**config.mk**
```make
export PLATFORM = sky130hd
export DESIGN_NAME = hazard_unit_mdu
export DESIGN_NICKNAME = d
export VERILOG_FILES = /design/src/rtl/hazard_unit_mdu.sv
export SDC_FILE = /design/constraint.sdc
export NUM_CORES = 1
export LEC_CHECK = 0
export ABC_AREA = 1
export ABC_CLOCK_PERIOD_IN_PS = 1560
export CAP_MARGIN = 20
export CORE_ASPECT_RATIO = 1.4
export CORE_UTILIZATION = 41
export DETAILED_ROUTE_END_ITERATION = 10
export PLACE_DENSITY = 0.77
export SLEW_MARGIN = 20
export SYNTH_ARGS = -nofsm -noshare
export SYNTH_HDL_FRONTEND = slang
export SYNTH_SLANG_ARGS = --single-unit
```
**constraint.sdc**
```tcl
create_clock -name clk -period 1.56 [get_ports clk]
set_input_delay 0.234 -clock clk [delete_from_list [all_inputs] [get_ports clk]]
set_output_delay 0.234 -clock clk [all_outputs]
set_load 0.02 [all_outputs]
```
**src/rtl/hazard_unit_mdu.sv**
```systemverilog
// Hazard detection and forwarding unit for the five-stage pipeline.
// Resolves RAW hazards via execute- and decode-stage forwarding, interlocks
// load-use, early-branch and multiply/divide-unit dependencies, tracks the
// multi-cycle MDU occupancy and counts stall cycles with a saturating counter.
module hazard_unit_mdu #(
  parameter int REG_ADDR_W  = 5,
  parameter int MDU_LATENCY = 4,
  parameter int DECODE_FWD  = 1,
  parameter int CNT_W       = 16
) (
  input  logic                  clk,
  input  logic                  reset,
  input  logic [REG_ADDR_W-1:0] rs_D,
  input  logic [REG_ADDR_W-1:0] rt_D,
  input  logic [REG_ADDR_W-1:0] rs_E,
  input  logic [REG_ADDR_W-1:0] rt_E,
  input  logic [REG_ADDR_W-1:0] write_reg_E,
  input  logic [REG_ADDR_W-1:0] write_reg_M,
  input  logic [REG_ADDR_W-1:0] write_reg_W,
  input  logic                  reg_write_E,
  input  logic                  reg_write_M,
  input  logic                  reg_write_W,
  input  logic                  mem_to_reg_E,
  input  logic                  mem_to_reg_M,
  input  logic                  branch_D,
  input  logic                  mdu_use_D,
  input  logic                  mdu_start_E,
  output logic                  stall_F,
  output logic                  stall_D,
  output logic                  flush_E,
  output logic [1:0]            forward_A_E,
  output logic [1:0]            forward_B_E,
  output logic                  forward_A_D,
  output logic                  forward_B_D,
  output logic                  mdu_busy,
  output logic                  mdu_overlap_err,
  output logic [CNT_W-1:0]      stall_count
);

  typedef enum logic {
    IDLE,
    BUSY
  } mdu_state_t;

  // Value loaded into the down-counter so that BUSY lasts MDU_LATENCY cycles.
  localparam logic [3:0] LAT_LAST = 4'(MDU_LATENCY - 1);

  mdu_state_t       state;
  mdu_state_t       state_next;
  logic [3:0]       cnt;
  logic [3:0]       cnt_next;
  logic             err_next;
  logic             lwstall;
  logic             brstall;
  logic             mdustall;
  logic             stall;

  // A producer index matches a consumer index only when both agree and the
  // index is not the hard-wired zero register.
  function automatic logic reg_hit(input logic [REG_ADDR_W-1:0] dst,
                                   input logic [REG_ADDR_W-1:0] src);
    return (dst != '0) && (dst == src);
  endfunction

  // Classify the three interlock sources and merge them into one stall.
  always_comb begin
    lwstall  = mem_to_reg_E &&
               (reg_hit(write_reg_E, rs_D) || reg_hit(write_reg_E, rt_D));
    brstall  = branch_D &&
               ((reg_write_E  && (reg_hit(write_reg_E, rs_D) || reg_hit(write_reg_E, rt_D))) ||
                (mem_to_reg_M && (reg_hit(write_reg_M, rs_D) || reg_hit(write_reg_M, rt_D))));
    mdustall = mdu_use_D && (mdu_busy || mdu_start_E);
    stall    = !reset && (lwstall || brstall || mdustall);
  end

  // Drive the pipeline control outputs and the forwarding selects; the
  // memory stage wins over writeback because it holds the younger result.
  always_comb begin
    stall_F     = stall;
    stall_D     = stall;
    flush_E     = stall;
    forward_A_E = 2'b00;
    forward_B_E = 2'b00;
    forward_A_D = 1'b0;
    forward_B_D = 1'b0;
    if (!reset) begin
      if (reg_write_M && reg_hit(write_reg_M, rs_E)) begin
        forward_A_E = 2'b10;
      end else if (reg_write_W && reg_hit(write_reg_W, rs_E)) begin
        forward_A_E = 2'b01;
      end
      if (reg_write_M && reg_hit(write_reg_M, rt_E)) begin
        forward_B_E = 2'b10;
      end else if (reg_write_W && reg_hit(write_reg_W, rt_E)) begin
        forward_B_E = 2'b01;
      end
      forward_A_D = (DECODE_FWD != 0) && reg_write_M && reg_hit(write_reg_M, rs_D);
      forward_B_D = (DECODE_FWD != 0) && reg_write_M && reg_hit(write_reg_M, rt_D);
    end
  end

  // MDU occupancy: a start while busy is dropped and flagged, never restarts.
  always_comb begin
    state_next = state;
    cnt_next   = cnt;
    err_next   = mdu_overlap_err;
    case (state)
      IDLE: begin
        if (mdu_start_E) begin
          state_next = BUSY;
          cnt_next   = LAT_LAST;
        end
      end
      BUSY: begin
        if (mdu_start_E) begin
          err_next = 1'b1;
        end
        if (cnt != 4'd0) begin
          cnt_next = cnt - 4'd1;
        end else begin
          state_next = IDLE;
        end
      end
      default: begin
        state_next = IDLE;
        cnt_next   = 4'd0;
      end
    endcase
  end

  // MDU state register; reset aborts any operation in flight.
  always_ff @(posedge clk) begin
    if (reset) begin
      state           <= IDLE;
      cnt             <= 4'd0;
      mdu_overlap_err <= 1'b0;
    end else begin
      state           <= state_next;
      cnt             <= cnt_next;
      mdu_overlap_err <= err_next;
    end
  end

  assign mdu_busy = (state == BUSY);

  // Stall-cycle performance counter, pinned at all-ones instead of wrapping.
  always_ff @(posedge clk) begin
    if (reset) begin
      stall_count <= '0;
    end else if (stall && (stall_count != '1)) begin
      stall_count <= stall_count + 1'b1;
    end
  end

endmodule

```
# Word-level counts from Yosys, hierarchy flattened
# Cells that the tools add are included.
classes:
  mux: 14
  add_sub_neg: 2
  bitwise: 1
  reduce_logical: 34
  n_eq_ne: 11
ops:
  columns: ["cell", "count"]
  rows:
  - ["5-bit equality test", 8]
  - ["1-bit logical AND", 21]
  - ["16-bit by 1-bit adder with 16-bit output, second input constant", 1]
  - ["16-bit != test, second input constant", 1]
  - ["5-bit nonzero test", 3]
  - ["2-bit 2-to-1 mux", 4]
  - ["4-bit 2-to-1 mux", 2]
  - ["4-bit case mux with 2 select lines", 1]
  - ["1-bit logical OR", 6]
  - ["1-bit 2-to-1 mux", 6]
  - ["2-bit AND reduction", 2]
  - ["4-bit nonzero test", 1]
  - ["4-bit by 1-bit subtractor with 4-bit output, second input constant", 1]
  - ["2-bit by 1-bit != test with 1-bit output, second input constant", 1]
  - ["2-bit != test, second input constant", 1]
  - ["1-bit case mux with 2 select lines", 1]
  - ["1-bit logical NOT", 1]
  - ["1-bit inverter", 1]
totals:
  inputBits: 45
  regBits: 22
  word_cells: 66

# Depth between registers and ports, before layout
depth:
  word_depth: 10
  ltp_mapped: 14
  mapped_depth_nobuf: 13

# Least setup slack after synthesis
# Ideal clock, no wire load.
synth_path:
  path_kind: "register -> register"
  startpoint: "register stall_count[0]"
  endpoint: "register stall_count[1]"
  setup_slack_ns: -0.274
  setup_time_ns: 0.109
  n_path_buf: 1
  synth_period_minus_slack_ns: 1.834
  stages_incl_launch_ff: 12
  required_time_ns: 1.451
  arrival_time_ns: 1.725
  path_cell_list: "dfxtp_1 -> ha_1 -> nand2_1 -> nor3_2 -> nand2_1 -> nor2_4 -> nand3_2 -> nand3_4 -> buf_6 -> o21ai_2 -> nand2_1 -> inv_1"
synth_via:
  elab_chain_len: 2
  elab_cells_between_ends: 3
  classes_between: "1 x add/sub; 1 x eq/ne; 1 x reduce/logical"
synth_rtl:
  columns: ["element", "line_no", "text"]
  rows:
  - ["start: declaration", "37", "output logic [CNT_W-1:0] stall_count"]
  - ["start signal: assignment", "151", "stall_count <= stall_count + 1'b1;"]
  - ["branches (longest 2 deep; another with 16-bit by 1-bit adder with 16-bit output)", null, null]
# Parallel ways; which one is timed is not known.
# A chain may end at the register's enable or synchronous reset.

# Final worst setup path
layout_path:
  startpoint: "register stall_count[1]"
  endpoint: "register stall_count[7]"
# Same word-level chain as after synthesis.

==> summary.md <==
| Metric | Value |
|---|---|
| Outcome | finished, violations left |
| Failing checks | setup timing |
| Iter 0 DRT Violations | approximately 150 |
| CP peak stage delay | between 0.3 and 0.4 ns |
| Largest net degree at the start of global routing | 21 |
| Vias in the first global route | 2438 |
| Initial Utilization | 0.4335 |
| TritonRoute pass-1 iters | 4 |
| Average size of a mapped cell | between 5 and 6 sq um |
| Final WS setup | -0.04647 ns |
| GR peak layer | met2 |
| Die X | between 60 and 70 um |
| Leak | 1.763 nW |
| GRT met3 Usage | 0.03544 |
| Via density | 5.095 |
| RSZ-0062 raised after global routing | yes |
| Distinct cells, synth | 36 |
| Reg2reg setup slack | -0.05 ns |
| Skew-Pair Late Insertion Delay | 0.27 ns |
| Fillcell total | around 390 |
| Placer Congestion | 0.8799 |
| Synth warn | 0 |
| Max Clock Freq | a little over 0.6 GHz |
| Site row count | 29 |
| Critical path class | register to register |
| Period utilisation layout | 1.030 |
| Power Dens Cells | 581.0 mW/mm^2 |
| Layout Skew | ~0.0043 ns |
| Core area | 0.004572 sq mm |
| Slowest cell on crit path | dfxtp_4 |
| CP Capture Type | register |
| Tmin final | roughly 1.6 ns |
| Critical Path RT | between 1.5 and 2 ns |
| Die area | between 0.005 and 0.006 sq mm |
| Seq cells post-synth | 22 |
| Layout net count | around 500 |
| CTS HTree Levels | 1 |
| CP Max Fanout | 7 |
| Post-CTS Hold Buffers | 0 |
| Tot GR Track Use | 0.2643 |
| Vias | about 2600 |
| Clock Tree Buf Depth | 2 |
| Mapped cell area | between 0.0015 and 0.002 sq mm |
| Max-Slew Margin vs Limit | 0.7537 |
| First-pass GRT wire length | 10480 um |
| Worst-margin pin slew | between 0.3 and 0.4 ns |
| Clock tree root buffer cell | clkbuf_8 |
| Ant diodes | 0 |
| Sequential element share of the synthesized area | 0.2222 |
| Die Y | 84.27 um |
| CP Cell Sequence | ha_4, nand2_4, nor3_4, nand2_2, nor2_4, nand3_4, inv_4, nor2_4, a21oi_1, nor2_1 |
| # clock sinks | 22 |
| Final setup fails | 11 |
| CTS tree | built |
| Startpoint Class | register |
| Net Count, Synth | about 380 |
| Routed len/inst | approximately 13 um |
| Met2 Use GR | 0.4935 |
| Antenna violations before repair | 0 |
| Drc violations | 0 |
| Total CTS buffers | 3 |
| Port bufs | a little over 70 |
| WP data arrival | around 1.8 ns |
| CTS clk-pin slew, worst paths | 0.09 ns |
| Hold slack | approximately 0.33 ns |
| GR met1 Demand/Resource | 0.2644 |
| Final Hold Vio Count | 0 |
| Worst hold path class | input pin to register |
| Max Cap Violations | 0 |
| Num ports | 72 |
| Total Wirelength | 6633 um |
| HPWL Detailed | roughly 4700 um |
| Grt ovf | 0 |
| Power Total | slightly below 2 mW |
| Detail Route Antenna Nets | 0 |
| Fraction of layout cells with a size suffix above 1 | 0.3810 |
| Critical Path Most Common Cell | nor2_4 |
| Slew Limit Fails | 0 |
| Mapped Cells | between 300 and 400 |
| Worst IR Drop VDD | 0.4127 mV |
| Synth-to-Final Area Change | 67.55% |
-- report_power, final --
part	leakage [nW]	switching, mW	total [mW]	internal (mW)
sequential	0.184	0.0430	0.655	0.612
clock	0.0339	0.213	0.492	0.279
combinational	1.55	0.434	0.783	0.349
total	1.76	0.689	1.93	1.24
-- worst paths after layout --
kind | cells after the start | from | to
max | 10 | stall_count[1]$_SDFFE_PP0P_ | stall_count[7]$_SDFFE_PP0P_
min | 4 | mdu_start_E | mdu_overlap_err$_SDFFE_PP0P_
max reg2reg | 10 | stall_count[1]$_SDFFE_PP0P_ | stall_count[7]$_SDFFE_PP0P_
min reg2reg | 2 | mdu_overlap_err$_SDFFE_PP0P_ | mdu_overlap_err$_SDFFE_PP0P_
-- registers in the layout (all words and copies together), names as in the netlist --
register and count:
stall_count 16, cnt 4, mdu_busy 1, mdu_overlap_err 1
-- cells by family (layout without fill, tap and decap cells) --
family / count (synthesis) / count (layout) / synth area share
AO/OA/AOI/OAI: 27 / 27 / 0.08460
XOR/XNOR: 25 / 25 / 0.1105
AND/OR/NAND/NOR: 193 / 194 / 0.4306
flip-flops: 22 / 22 / 0.2222
adder cells (fa/ha/maj): 2 / 2 / 0.01262
buffers and inverters: 68 / 171 / 0.1395
-- layout make-up --
| class | count | area (sq um) | share of cell area |
|---|---|---|---|
| Sequential cell | 22 | 452.9 | 0.1364 |
| Multi-Input combinational cell | 248 | 1579 | 0.4755 |
| Timing Repair Buffer | 109 | 919.6 | 0.2769 |
| Inverter | 58 | 225.2 | 0.06782 |
| Tap cell | 62 | 77.57 | 0.02336 |
| Clock buffer | 4 | 66.31 | 0.01997 |
-- routing by layer --
metal / wire [um] / up-vias
met5: 0 / -
met4: 340 / 0
met3: 260 / 35
met2: 3689 / 101
met1: 2342 / 1172
li1: - / 1255
-- synthesized netlist by cell type --
cell	number	area [sq um]
buf_4	2	15.01
nand3_4	2	35.03
o22ai_1	3	18.77
dfxtp_1	22	440.4
nand3_1	15	75.07
nand2_2	3	18.77
nand3b_1	1	7.510
clkbuf_1	2	7.510
ha_1	2	25.02
nand3_2	2	20.02
xnor2_1	8	70.07
nor2_4	1	11.26
nor3_2	1	10.01
o21ai_0	6	30.03
or2_2	2	12.51
nor3_1	10	50.05
nor4_1	3	18.77
a2111oi_0	1	8.760
inv_1	56	210.2
nand2_1	85	319.1
and2_1	1	6.260
o2111ai_1	1	8.760
a311oi_1	1	8.760
buf_2	4	20.02
o31ai_1	1	7.510
nand4_1	7	43.79
xor2_1	17	148.9
a221oi_1	1	8.760
o21bai_1	1	7.510
inv_2	2	7.510
clkbuf_2	1	5.000
buf_6	1	11.26
o21ai_2	1	8.760
a21oi_1	9	45.04
a211oi_1	2	15.01
nor2_1	60	225.2
-- worst max-delay path, delay by kind of cell (launching register included) --
family                   cells  cell delay [ns]
flip-flops                   1             0.37
AO/OA/AOI/OAI                1             0.16
adder cells (fa/ha/maj)      1             0.14
AND/OR/NAND/NOR              7             0.71
buffers and inverters        1             0.13
-- through the flow --
stage | instance area [sq um] | cells | setup WS [ns] | util | TNS (ns)
after floorplan | 2018 | 337 | -0.01606 | - | -0.03482
after global placement | 2973 | 490 | -1.004 | 0.6502 | -16.27
after detailed placement | 2973 | 490 | -1.007 | 0.6502 | -17.13
after CTS | 3122 | 500 | -0.1677 | 0.6828 | -0.6366
after global routing | 3321 | 503 | -0.1271 | 0.7263 | -1.553
final | 3321 | 503 | -0.04647 | 0.7263 | -0.1865
-- repair_timing --
item	in CTS	in global routing
resized for setup	167	124
pin swaps	35	44
buffers inserted	5	4
cloned	1	0
hold endpoints to repair	0	0
endpoints found under the setup margin	33	30
-- placed cells by master, fill, tap and decap left out, types with 6 or more instances in the layout --
cell and n:
xor2_1 16, dlygate4sd2_1 13, clkdlybuf4s50_1 7, nor2_1 47, clkbuf_2 15, nand4_1 7
inv_1 43, buf_6 14, dlymetal6s2s_1 10, nand3_1 11, buf_4 38, nand2_2 13
a21oi_1 6, nand2_1 72, inv_2 12, buf_2 7, dfxtp_1 16, nor2_2 9
(Power assumes the default switching activity.)
==> patch, RTL diff (config.mk and constraints unchanged) <==
The parameter `REG_ADDR_W` goes from 5 to 4.
--- a/src/rtl/hazard_unit_mdu.sv
+++ b/src/rtl/hazard_unit_mdu.sv
@@ -4,5 +4,5 @@
 // multi-cycle MDU occupancy and counts stall cycles with a saturating counter.
 module hazard_unit_mdu #(
-  parameter int REG_ADDR_W  = 5,
+  parameter int REG_ADDR_W  = 4,
   parameter int MDU_LATENCY = 4,
   parameter int DECODE_FWD  = 1,
Ports: changed (7 resized); port bits go from 72 to 65. No check against the original RTL was run, so the function may have changed too.
==> patch against the unedited design <==
Final area down 3.8%. Total power decreased by 7.4%. Routed wire length is 4.6% lower. Area after synthesis decreased by 7.2%. Final cell count fell by 1.8%. The run still ends with setup timing left. Critical path depth stayed put. Sequential cell count is the same. Setup slack about the same. Clock skew decreased by 0.0018 ns.
==> patch: results (changes against the unedited design) <==
** Synthesis
- Net Count, Synth :: 361 (-6.0%)
- The distinct cell type count of the synthesized netlist is 32 (-11%).
- The average instance area after synthesis came to 5.730 sq um (-2.6%).
- Commonest cells post-synth :: 89 x nand2_1, 56 x inv_1, 50 x nor2_1
- Area contributors post-synth :: dfxtp_1 24%, nand2_1 18%, inv_1 11%
- The share of the yosys chip area belonging to registers is 23.95% (+1.7 points).

** Route
- The number of violations reported at the end of detailed-routing iteration 0 came to 114 (-21%).
- Average vias per placed instance :: 5.073 (-0.44%)

** Timing
- Final count of negative-setup-slack endpoints :: 4 (-7)
- Worst-case hold slack :: 0.3793 ns (+0.05233 ns)
- Clock skew :: 0.002547 ns (-0.001771 ns)
- The final critical-path setup slack came to -0.04662 ns (-0.0001457 ns).

** Place
- Placed Instance Area :: 0.002818 sq mm (-5.2%)
- The last weighted congestion value of the routability-driven placer is 0.9057 (+2.9%).
- Post-Place Cells :: 477 (-2.7%)
- The sum of net half-perimeters after detailed placement is 4.162 mm (-12%).

** Power and ir drop
- The leakage power figure is 0.001710 uW (-3.0%).
- Combinational Power :: 681 uW (-13%)
- Part of the power in registers :: 35.3% (+1.4 points)

** Status
- Run status :: finished with violations
- The final reports fail on setup timing.

** Worst setup path
- Worst reg2reg path startpoint :: stall_count[0]
- The endpoint identified for the worst register-to-register timing path is stall_count[14].
- The stage delay of the slowest cell on the critical path was 0.40 ns (+0.03 ns).
- The largest driver fanout on the critical path came to 4 (-3).

** GRT
- Via count of the first global-routing pass :: 2346 (-3.8%)
- The global-route wire length before repair is 9.439 mm (-9.9%).
- Maximum number of pins on one net before global-route repair :: 26 (+24%)
- The combined global-route utilization of all metal layers is 25.34% (-1.1 points).

** Cells and area
- Area growth from synthesis to final layout :: 73.74%
- The number of filler cells placed in the layout was 339 (-12%).
- Filler-free cell count of the finished design :: 494 (-1.8%)

** Min path
- Hold path cells :: 3 (-1)
patch: cell count changes after synthesis, sizes merged, moves of 3 or more:
cell | before | now
nor2 | 61 | 50
xor2 | 17 | 8
nand3 | 19 | 22
xnor2 | 8 | 5
nand4 | 7 | 11
nand2 | 88 | 91
o21ai | 7 | 10
patch: how the worst max path moves through the flow:
stage,start,end,slack [ns],depth (start not counted)
3_5_place_dp,write_reg_M[0],forward_B_E[1],-0.96,8
4_1_cts,rt_E[0],forward_B_E[1],-0.05,7
6_report,stall_count[0],stall_count[14],-0.05,10
2_1_floorplan,stall_count[0],stall_count[14],0.005,10
5_1_grt,stall_count[0],stall_count[14],-0.13,11
3_3_place_gp,write_reg_M[0],forward_B_E[1],-0.95,8
patch: logic make-up (layout without fill, tap and decap cells):
| family | Yosys count | count (layout) | synth area share [%] |
|---|---|---|---|
| adder cells (fa/ha/maj) | 2 | 2 | 1.360 |
| flip-flops | 22 | 22 | 23.95 |
| XOR/XNOR | 13 | 13 | 6.191 |
| buffers and inverters | 67 | 180 | 14.90 |
| AND/OR/NAND/NOR | 188 | 188 | 44.63 |
| AO/OA/AOI/OAI | 29 | 29 | 8.980 |
patch: final cells by class:
type | instances | area share [%]
inverters | 60 | 7.831
multi-input cells | 232 | 43.77
flip-flops and latches | 22 | 14.41
repair buffers | 116 | 29.56
well taps | 60 | 2.349
clock buffers | 4 | 2.075
patch: per-layer routing:
layer	vias up	global-route usage, %	wire (microns)
met2	101	49.31	3535
met1	1150	26.03	2323
met5	-	0	0
li1	1235	-	-
met4	0	11.67	193
met3	20	3.503	278
patch: repair_timing:
action	CTS	global route
pin swaps	22	49
gates resized for setup	160	113
setup endpoints to repair	33	33
buffers inserted	3	10
hold buffers	0	0
